==> src/rtl/stack_cmd_master.sv <==
// Host-side initiator for the 8x8 LIFO stack: one request becomes one single-cycle stack command,
// followed by a one-cycle response carrying popped data, error status and a shadow occupancy count.
module stack_cmd_master #(
    parameter int DW    = 8,
    parameter int DEPTH = 8
) (
    input  logic          clk,
    input  logic          rst_n,
    input  logic          req_valid,
    output logic          req_ready,
    input  logic [1:0]    req_op,
    input  logic [DW-1:0] req_data,
    output logic          rsp_valid,
    output logic [DW-1:0] rsp_data,
    output logic          rsp_err,
    output logic [3:0]    level,
    output logic [1:0]    stk_cmd,
    output logic [DW-1:0] stk_din,
    input  logic [DW-1:0] stk_dout,
    input  logic          stk_full,
    input  logic          stk_empty,
    input  logic          stk_error
);

    // state | meaning
    // INIT  | first cycle out of reset, launch the stack clear
    // IDLE  | req_ready high, waiting for a host request
    // ISSUE | stack samples the command this edge; return cmd to nop
    // ERRS  | capture stk_error before the stack drops it at the next negedge
    // DATS  | build the response, update level, reopen for requests
    typedef enum logic [2:0] {S_INIT, S_IDLE, S_ISSUE, S_ERRS, S_DATS} state_t;

    localparam logic [1:0] OP_NOP  = 2'b00;
    localparam logic [1:0] OP_CLR  = 2'b01;
    localparam logic [1:0] OP_PUSH = 2'b10;
    localparam logic [1:0] OP_POP  = 2'b11;
    localparam logic [3:0] LEVEL_MAX = 4'(DEPTH);

    state_t        state, state_nxt;
    logic [1:0]    op_q, op_q_nxt;
    logic          err_q, err_q_nxt;
    logic          init_q, init_q_nxt;
    logic [1:0]    stk_cmd_nxt;
    logic [DW-1:0] stk_din_nxt;
    logic          req_ready_nxt;
    logic          rsp_valid_nxt;
    logic [DW-1:0] rsp_data_nxt;
    logic          rsp_err_nxt;
    logic [3:0]    level_nxt;

    // The full/empty flags are observation-only; the stack error alone decides each response.
    logic unused_flags;
    assign unused_flags = stk_full ^ stk_empty;

    always_ff @(posedge clk or negedge rst_n) begin
        if (!rst_n) begin
            state     <= S_INIT;
            stk_cmd   <= OP_NOP;
            stk_din   <= '0;
            req_ready <= 1'b0;
            rsp_valid <= 1'b0;
            rsp_data  <= '0;
            rsp_err   <= 1'b0;
            level     <= 4'd0;
            op_q      <= OP_NOP;
            err_q     <= 1'b0;
            init_q    <= 1'b1;
        end else begin
            state     <= state_nxt;
            stk_cmd   <= stk_cmd_nxt;
            stk_din   <= stk_din_nxt;
            req_ready <= req_ready_nxt;
            rsp_valid <= rsp_valid_nxt;
            rsp_data  <= rsp_data_nxt;
            rsp_err   <= rsp_err_nxt;
            level     <= level_nxt;
            op_q      <= op_q_nxt;
            err_q     <= err_q_nxt;
            init_q    <= init_q_nxt;
        end
    end

    always_comb begin
        state_nxt = state;
        case (state)
            S_INIT:  state_nxt = S_ISSUE;
            S_IDLE:  if (req_valid && req_ready) state_nxt = S_ISSUE;
            S_ISSUE: state_nxt = S_ERRS;
            S_ERRS:  state_nxt = S_DATS;
            S_DATS:  state_nxt = S_IDLE;
            default: state_nxt = S_INIT;
        endcase
    end

    always_comb begin
        stk_cmd_nxt   = stk_cmd;
        stk_din_nxt   = stk_din;
        req_ready_nxt = req_ready;
        rsp_valid_nxt = 1'b0;
        rsp_data_nxt  = rsp_data;
        rsp_err_nxt   = rsp_err;
        level_nxt     = level;
        op_q_nxt      = op_q;
        err_q_nxt     = err_q;
        init_q_nxt    = init_q;
        case (state)
            S_INIT: begin
                stk_cmd_nxt = OP_CLR;
                op_q_nxt    = OP_CLR;
            end
            S_IDLE: begin
                if (req_valid && req_ready) begin
                    stk_cmd_nxt   = req_op;
                    stk_din_nxt   = req_data;
                    op_q_nxt      = req_op;
                    req_ready_nxt = 1'b0;
                end
            end
            S_ISSUE: stk_cmd_nxt = OP_NOP;
            S_ERRS:  err_q_nxt   = stk_error;
            S_DATS: begin
                req_ready_nxt = 1'b1;
                if (init_q) init_q_nxt    = 1'b0;
                else        rsp_valid_nxt = 1'b1;
                rsp_err_nxt  = (op_q == OP_PUSH || op_q == OP_POP) ? err_q : 1'b0;
                rsp_data_nxt = (op_q == OP_POP && !err_q) ? stk_dout : '0;
                case (op_q)
                    OP_CLR:  level_nxt = 4'd0;
                    OP_PUSH: if (!err_q && level != LEVEL_MAX) level_nxt = level + 4'd1;
                    OP_POP:  if (!err_q && level != 4'd0)      level_nxt = level - 4'd1;
                    default: level_nxt = level;
                endcase
            end
            default: ;
        endcase
    end

endmodule
==> config.mk <==
export PLATFORM = sky130hd
export DESIGN_NAME = stack_cmd_master
export DESIGN_NICKNAME = d
export VERILOG_FILES = /design/src/rtl/stack_cmd_master.sv
export SDC_FILE = /design/constraint.sdc
export NUM_CORES = 1
export LEC_CHECK = 0
export ABC_AREA = 1
export CAP_MARGIN = 0
export CELL_PAD_IN_SITES_DETAIL_PLACEMENT = 0
export CELL_PAD_IN_SITES_GLOBAL_PLACEMENT = 1
export CORE_MARGIN = 2
export CORE_UTILIZATION = 32
export CTS_CLUSTER_DIAMETER = 100
export DETAILED_ROUTE_END_ITERATION = 8
export PLACE_DENSITY = 0.89
export SLEW_MARGIN = 25
export SYNTH_ARGS = -nofsm -noshare
export SYNTH_HDL_FRONTEND = slang
export SYNTH_SLANG_ARGS = --single-unit
==> constraint.sdc <==
create_clock -name clk -period 2 [get_ports clk]
set_clock_uncertainty 0.15 [all_clocks]
set_input_delay 0.3 -clock clk [delete_from_list [all_inputs] [get_ports clk]]
set_output_delay 0.3 -clock clk [all_outputs]
set_load 0.005 [all_outputs]
# Yosys cells after proc, flatten, opt, wreduce, memory -nomap -nowiden
# Index checks and enable logic that the tools add are counted.
[classes]
n_reduce_logical = 17
n_eq_ne = 11
n_addsub = 2
muxes = 14
[op_table]
columns = ["op", "n"]
rows = [
  ["case mux 3 bit (5 select lines)", 1],
  ["case mux 4 bit (3 select lines)", 1],
  ["2-to-1 mux 4 bit", 2],
  ["2-to-1 mux 8 bit", 1],
  ["AND reduction 2 bit", 4],
  ["== test 3 x 2 -> 1 bit (second input constant)", 2],
  ["case mux 2 bit (3 select lines)", 1],
  ["nonzero test 3 bit", 2],
  ["adder 4 x 1 -> 4 bit (second input constant)", 1],
  ["== test 2 bit (second input constant)", 2],
  ["logical AND 1 bit", 4],
  ["2-to-1 mux 1 bit", 4],
  ["!= test 2 x 1 -> 1 bit (second input constant)", 2],
  ["!= test 4 bit (second input constant)", 1],
  ["case mux 2 bit (2 select lines)", 1],
  ["AND reduction 4 bit", 1],
  ["nonzero test 2 bit", 2],
  ["nonzero test 4 bit", 1],
  ["subtractor 4 x 1 -> 4 bit (second input constant)", 1],
  ["== test 3 x 1 -> 1 bit (second input constant)", 1],
  ["== test 3 bit (second input constant)", 1],
  ["logical NOT 3 bit", 1],
  ["2-to-1 mux 3 bit", 1],
  ["== test 2 x 1 -> 1 bit (second input constant)", 1],
  ["other kinds (5)", 5],
]
[word_totals]
out_inout_bits = 25
ff_bits = 32
inputBits = 24

# Depth between registers and ports, before layout
# Gate-level depths: netlist (run 1).
[depth]
depth_word = 4
ltp_mapped = 11
ltp_nobuf = 10

# Worst setup path before layout (run 1)
# No wires, ideal clock.
[synth_path]
kind = "register to register"
start = "reg op_q[1]"
end = "reg level[2]"
period_less_slack_ns = 1.463
required_time_ns = 1.776
arrival_ns = 1.239
path_buffers = 1
setup_ns = 0.074
path_stages_with_launch = 12
path_slack_ns = 0.537
path_cell_list = "dfrtp_1 > buf_4 > nand2_2 > nand2_1 > nand2_1 > inv_1 > ha_1 > inv_1 > nand2_1 > nand3_1 > nand2_1 > o21ai_2"
[synth_via]
elab_chain_len = 3
[synth_lines]
columns = ["item", "line", "rtl"]
rows = [
  ["start, declared", "40", "logic [1:0] op_q, op_q_nxt;"],
  ["start signal, assigned", "77", "op_q <= op_q_nxt;"],
  ["== test 2 bit / == test 2 x 1 -> 1 bit (equally long branches)", "127", "case (op_q)"],
  ["!= test 2 x 1 -> 1 bit (no line) / nonzero test 3 bit (equally long branches)", "n/a", ""],
  ["AND reduction 4 bit (no line)", "n/a", ""],
  ["end signal, assigned", "76", "level <= level_nxt;"],
  ["end, declared", "16", "output logic [3:0] level,"],
]
# Several ways; a longest one is shown, not always the timed one.
# A chain may end at the register's enable or synchronous reset.

# Final worst setup path (run 1)
[layout_path]
start = "reg level[0]"
end = "out level[0]"
# No word-level cell between the ends.

==> results of run 1 <==
[sequential cells by signal, indices dropped and copies added, names as in the netlist, 2 cells and up]
name	count
op_q	2
rsp_data	8
level	4
stk_cmd	2
stk_din	8
state	3
[cell families (layout without fill, tap and decap cells)]
group	count (synthesis)	in the layout
buf+inv	22	74
fa+ha+maj	1	1
compound gates	13	13
flops	32	32
simple gates	103	103
[layout by cell type, fill, tap and decap left out]
cell,synthesis,routed
nor2_2,2,2
o21a_1,1,1
a21oi_1,2,2
ha_1,1,1
nor3_1,1,1
dfstp_2,1,1
nand2_2,5,5
nand2_1,67,67
bufinv_16,0,1
dfrtp_1,31,31
clkbuf_8,0,7
inv_1,17,17
nand3_1,19,19
o21ai_2,2,2
buf_4,1,1
nand3_4,1,1
nor2_1,4,4
o211ai_1,1,1
nand3_2,2,2
nor3_4,1,1
inv_2,2,2
o21ai_1,3,3
nor2_4,1,1
clkdlybuf4s50_1,0,46
o21ai_0,4,4
[area by class of cell]
type                       count  area (µm²)
multi-input combinational    117         566
fill                         428        2290
sequential                    32         802
timing repair buffer          47         468
clock inverter                 1        30.0
clock buffer                   7        96.3
tap                           52        65.1
inverter                      19        71.3
[path summary, 6_finish.rpt]
path                            startpoint          to  slack, ns  depth (start not counted)
worst max-delay path              level[0]    level[0]       0.29                          1
worst min-delay path                 rst_n  stk_din[6]       0.27                          2
worst max register to register     op_q[1]    level[2]       0.35                         10
worst min register to register      init_q      init_q       0.30                          2
max in group asynchronous            rst_n      init_q       1.11                          2
min in group clk                    init_q      init_q       0.30                          2
[per-layer routing]
| metal | vias to the layer above | global-route usage | share of wire |
|---|---|---|---|
| met5 | - | 0 | 0 |
| met4 | 0 | 0.0503 | 0.018 |
| met3 | 8 | 0.0394 | 0.060 |
| met2 | 35 | 0.193 | 0.45 |
| met1 | 568 | 0.184 | 0.47 |
| li1 | 638 | - | - |
[power groups by stage]
stage               logic [µW]  clock network [µW]  registers, µW
global placement           945                   0           1080
detailed placement         962                   0           1080
global route              1080                 714           1100
finish                     948                 670           1070
floorplan                  533                   0           1040
CTS                        965                 691           1070
[stage by stage]
stage                      util  worst slack, ns  cell area (µm²)  instances  power, µW
after floorplan               -            0.537             1460        171       1580
after global placement    0.450            0.346             1970        267       2030
final                     0.479            0.294             2100        275       2690
after detailed placement  0.450            0.357             1970        267       2040
after CTS                 0.479            0.279             2100        275       2730
after global routing      0.479            0.201             2100        275       2900
==> results.md, run 1 <==
- Largest family of logic cells by synthesized area: simple AND/OR/NAND/NOR gates
- Most frequent cell after synthesis: nand2_1
- CTS tree: built
- Max-slew violation count: 0
- Final hold violations: 0
- Fin crit share: 0.853
- Syn Area/Cell: 8.55 µm²
- Data required time of the worst path: 1.55 ns
- Root Buffer: clkbuf_8
- Pint: 1790 µW
- Vias in the first global route: 1173
- Part of the power in the clock network: 0.249
- Die area: 5130 µm²
- Status: complete, no violations
- Peak Freq: 586 MHz
- Crit path kind: reg2out
- Final setup fails: 0
- CP Buf/Inv Count: 1
- CTS resizes: 0
- P per Cell Area: 1280 nW/µm²
- P_leak: 0.00102 µW
- # H-tree levels: 2
- CTS buffer count: 5
- Crit path cell chain: clkdlybuf4s50_1
- Worst skew pair latency: 0.28 ns
- Post-route ant nets: 0
- WL per Instance: 11.1 µm
- Tmin final: 1.71 ns
- Worst path max stage delay: 0.54 ns
- Ys async rst share: 1.00
- Dpl hpwl: 2.22 mm
- Antenna Cells: 0
- Starting density of the core: 0.334
- DRC: 0
- Mapped Area: 1460 µm²
- Top cells by area, synth: dfrtp_1 53%, nand2_1 17%, nand3_1 6.5%
- Post-synthesis simple-gate area fraction: 0.325
- Top cells by count, synth: 67 x nand2_1, 31 x dfrtp_1, 19 x nand3_1
- Critical Path Fanout Max: 6
- RSZ-0062 raised after global routing: false
- Peak VDD IR: 0.796 mV
- Row count: 24
- Hold WS: 0.266 ns
- First-pass GRT wire length: 5.33 mm
- Adder-Cell Fraction of Synth Area: 0.00855
- Least-Margin Pin Slew: 0.423 ns
- # IOs: 49
- Sw Pwr: 893 µW
- First DRT Iteration DRCs: 89
- Via Count: 1249
- Port bufs: 46
- Largest net degree at the start of global routing: 33
- #FFs+latches synth: 32
- Die height: 71.6 µm
- Syn_nets: 196
- Max clock buf depth: 2
- Grt total ovfl: 0
- Net Sw Frac: 0.332
- Post-layout nets: 247
- Yosys top cell area share: 0.530
- Antenna violations before repair: 0
- Worst-path clk slew: 0.06 ns
- CP delay by family, top: buffers and inverters
- Slowest-stage cell, CP: clkdlybuf4s50_1
- Compound-cell area share of the yosys netlist: 0.0530
- Post-Syn Instances: 171
- Total GRT Usage: 0.132
- Top FF cell, synth: dfrtp_1
- Worst hold path class: in2async
- Initial DRT Pass Iterations: 4
- Die Wd: 71.6 µm
- Number of synthesized flops with an enable pin: 0
- CP Data Arrival Time: 1.26 ns
- Buffer count from post-CTS setup fixing: 0
- Synth warnings: 0
- Layout cells sized above 1: 0.117
- Drt via density: 4.54
- Core Area: 4380 µm²
- Combinational share of power: 0.353
- TNS Setup: 0 ns
- Routability cong.: 0.798
- Worst slew margin: 0.718
- CTS sink count: 32
- Count of different cell masters after synthesis: 24
- CP Launch Type: register
- Seq/Total Area, Yosys: 0.548
- Post-CTS Hold Buffers: 0
- Post-Route WL: 3.05 mm
- XOR/XNOR Fraction of Synth Area: 0
- CP endpoint kind: output port
- Area grow syn2layout: 43.5%
- Mux contribution to synthesized area: 0
- Maxcap violations: 0
- Seq pwr share: 0.398
- Synth area leader: dfrtp_1
Note: power is estimated with default switching activity, not from simulation.
==> inputs of run 2 (changes only) <==
Settings changed: CELL_PAD_IN_SITES_DETAIL_PLACEMENT 0 to default, CELL_PAD_IN_SITES_GLOBAL_PLACEMENT 1 to default, CORE_UTILIZATION 32 to 35, PLACE_DENSITY 0.89 to 0.75, SLEW_MARGIN 25 to default.
==> results.md, run 2 (synthesized netlist as in run 1, its figures left out) <==
- Worst hold path class: in2async
- Met3 Use GR: 0.0341
- First-pass GRT wire length: 4.90 mm
- Placed cell area: 1980 µm²
- GR Layer Usage met2: 0.210
- # IOs: 49
- Core Area: 4000 µm²
- R2R depth: 10
- Final hold violations: 0
- Worst reg2reg path endpoint: level[2]
- Most common cell after layout, fill and taps aside: nand2_1
- Crit path kind: reg2out
- Initial DRT Pass Iterations: 4
- P per Cell Area: 1280 nW/µm²
- Dpl hpwl: 2.12 mm
- Fin crit share: 0.850
- RSZ-0062 raised after global routing: false
- Cell count after placement: 266
- Worst skew pair latency: 0.28 ns
- Net Sw Frac: 0.329
- Port bufs: 46
- Area grow syn2layout: 43.8%
- WL per Instance: 10.7 µm
- Peak VDD IR: 0.721 mV
- Buffer count from post-CTS setup fixing: 0
- Internal reg-to-reg setup slack: 0.37 ns
- Largest net degree at the start of global routing: 33
- Post-Route WL: 2.93 mm
- Total power: 2680 µW
- Die height: 68.6 µm
- First DRT Iteration DRCs: 48
- Row count: 23
- Final instance area: 2100 µm²
- Root Buffer: clkbuf_8
- Die area: 4710 µm²
- Worst slew margin: 0.736
- # H-tree levels: 2
- Status: complete, no violations
- Setup crit end: level[0]
- Antenna Cells: 0
- Vias in the first global route: 1152
- Combinational share of power: 0.352
- Die Wd: 68.6 µm
- Critical Path Start: level[0]
- CTS buffer count: 5
- CP endpoint kind: output port
- TNS Setup: 0 ns
- CTS sink count: 32
- Post-CTS Hold Buffers: 0
- P_leak: 0.00102 µW
- CP Launch Type: register
- Data required time of the worst path: 1.55 ns
- Final setup fails: 0
- Max-slew violation count: 0
- Slowest-stage cell, CP: clkdlybuf4s50_1
- GR Util met1: 0.192
- Antenna violations before repair: 0
- Max clock buf depth: 2
- Routability cong.: 0.859
- Critical Path Fanout Max: 6
- CP Buf/Inv Count: 1
- Drt via density: 4.52
- Post-route core utilization: 0.526
- Total GRT Usage: 0.140
- Cell depth of the worst setup path: 1
- Crit path cell chain: clkdlybuf4s50_1
- Post-layout nets: 248
- CTS resizes: 0
- Peak Freq: 588 MHz
- Layout cells sized above 1: 0.121
- Worst-path clk slew: 0.06 ns
- R2R Path Start: op_q[1]
- Starting density of the core: 0.366
- CP Data Arrival Time: 1.25 ns
- Seq pwr share: 0.400
- Fin cells: 274
- CTS tree: built
- Worst path max stage delay: 0.53 ns
- DRC: 0
- Least-Margin Pin Slew: 0.396 ns
- GR peak layer: met2
- Largest regs: rsp_data x8, stk_din x8, level x4
- Sw Pwr: 883 µW
- Tmin final: 1.70 ns
- Part of the power in the clock network: 0.248
- CP delay by family, top: buffers and inverters
- Pint: 1800 µW
- Post-route ant nets: 0
- Grt total ovfl: 0
- Maxcap violations: 0
- Via Count: 1238
- Most frequent cells in the layout: 67 x nand2_1, 46 x clkdlybuf4s50_1, 31 x dfrtp_1, 19 x nand3_1, 17 x inv_1
==> run 2: power by group through the flow <==
stage          registers (µW)  clock network, µW  logic [µW]
4_1_cts                  1080                682         962
6_report                 1070                665         943
3_3_place_gp             1080                  0         946
3_5_place_dp             1080                  0         958
2_1_floorplan            1040                  0         533
5_1_grt                  1100                714        1070
==> run 2: worst min path at each step <==
stage / end / slack (ns) / depth (start not counted) / startpoint
CTS: level[1] / 0.27 / 2 / rst_n
global route: rsp_data[4] / 0.32 / 2 / rst_n
global placement: init_q / 0.28 / 2 / init_q
finish: level[2] / 0.26 / 2 / rst_n
floorplan: err_q / -0.15 / 0 / rst_n
detailed placement: init_q / 0.28 / 2 / init_q
==> run 2: cell type report <==
cell class | count | area [µm²]
clock buffers | 7 | 96.3
clock inverters | 1 | 30.0
fillers | 381 | 1900
inverters | 19 | 71.3
multi-input cells | 117 | 566
flip-flops and latches | 32 | 802
well taps | 50 | 62.6
repair buffers | 48 | 475
==> run 2: metrics by stage <==
step                      hold slack (ns)  setup WS [ns]
after global placement              0.282          0.374
after CTS                           0.274          0.286
after floorplan                    -0.146          0.537
after detailed placement            0.282          0.353
after global routing                0.315          0.234
final                               0.264          0.299
==> run 2: metal layers <==
layer / wire length, µm / share of wire
met4: 27 / 0.0092
met5: 0 / 0
met1: 1370 / 0.47
met3: 184 / 0.063
met2: 1350 / 0.46
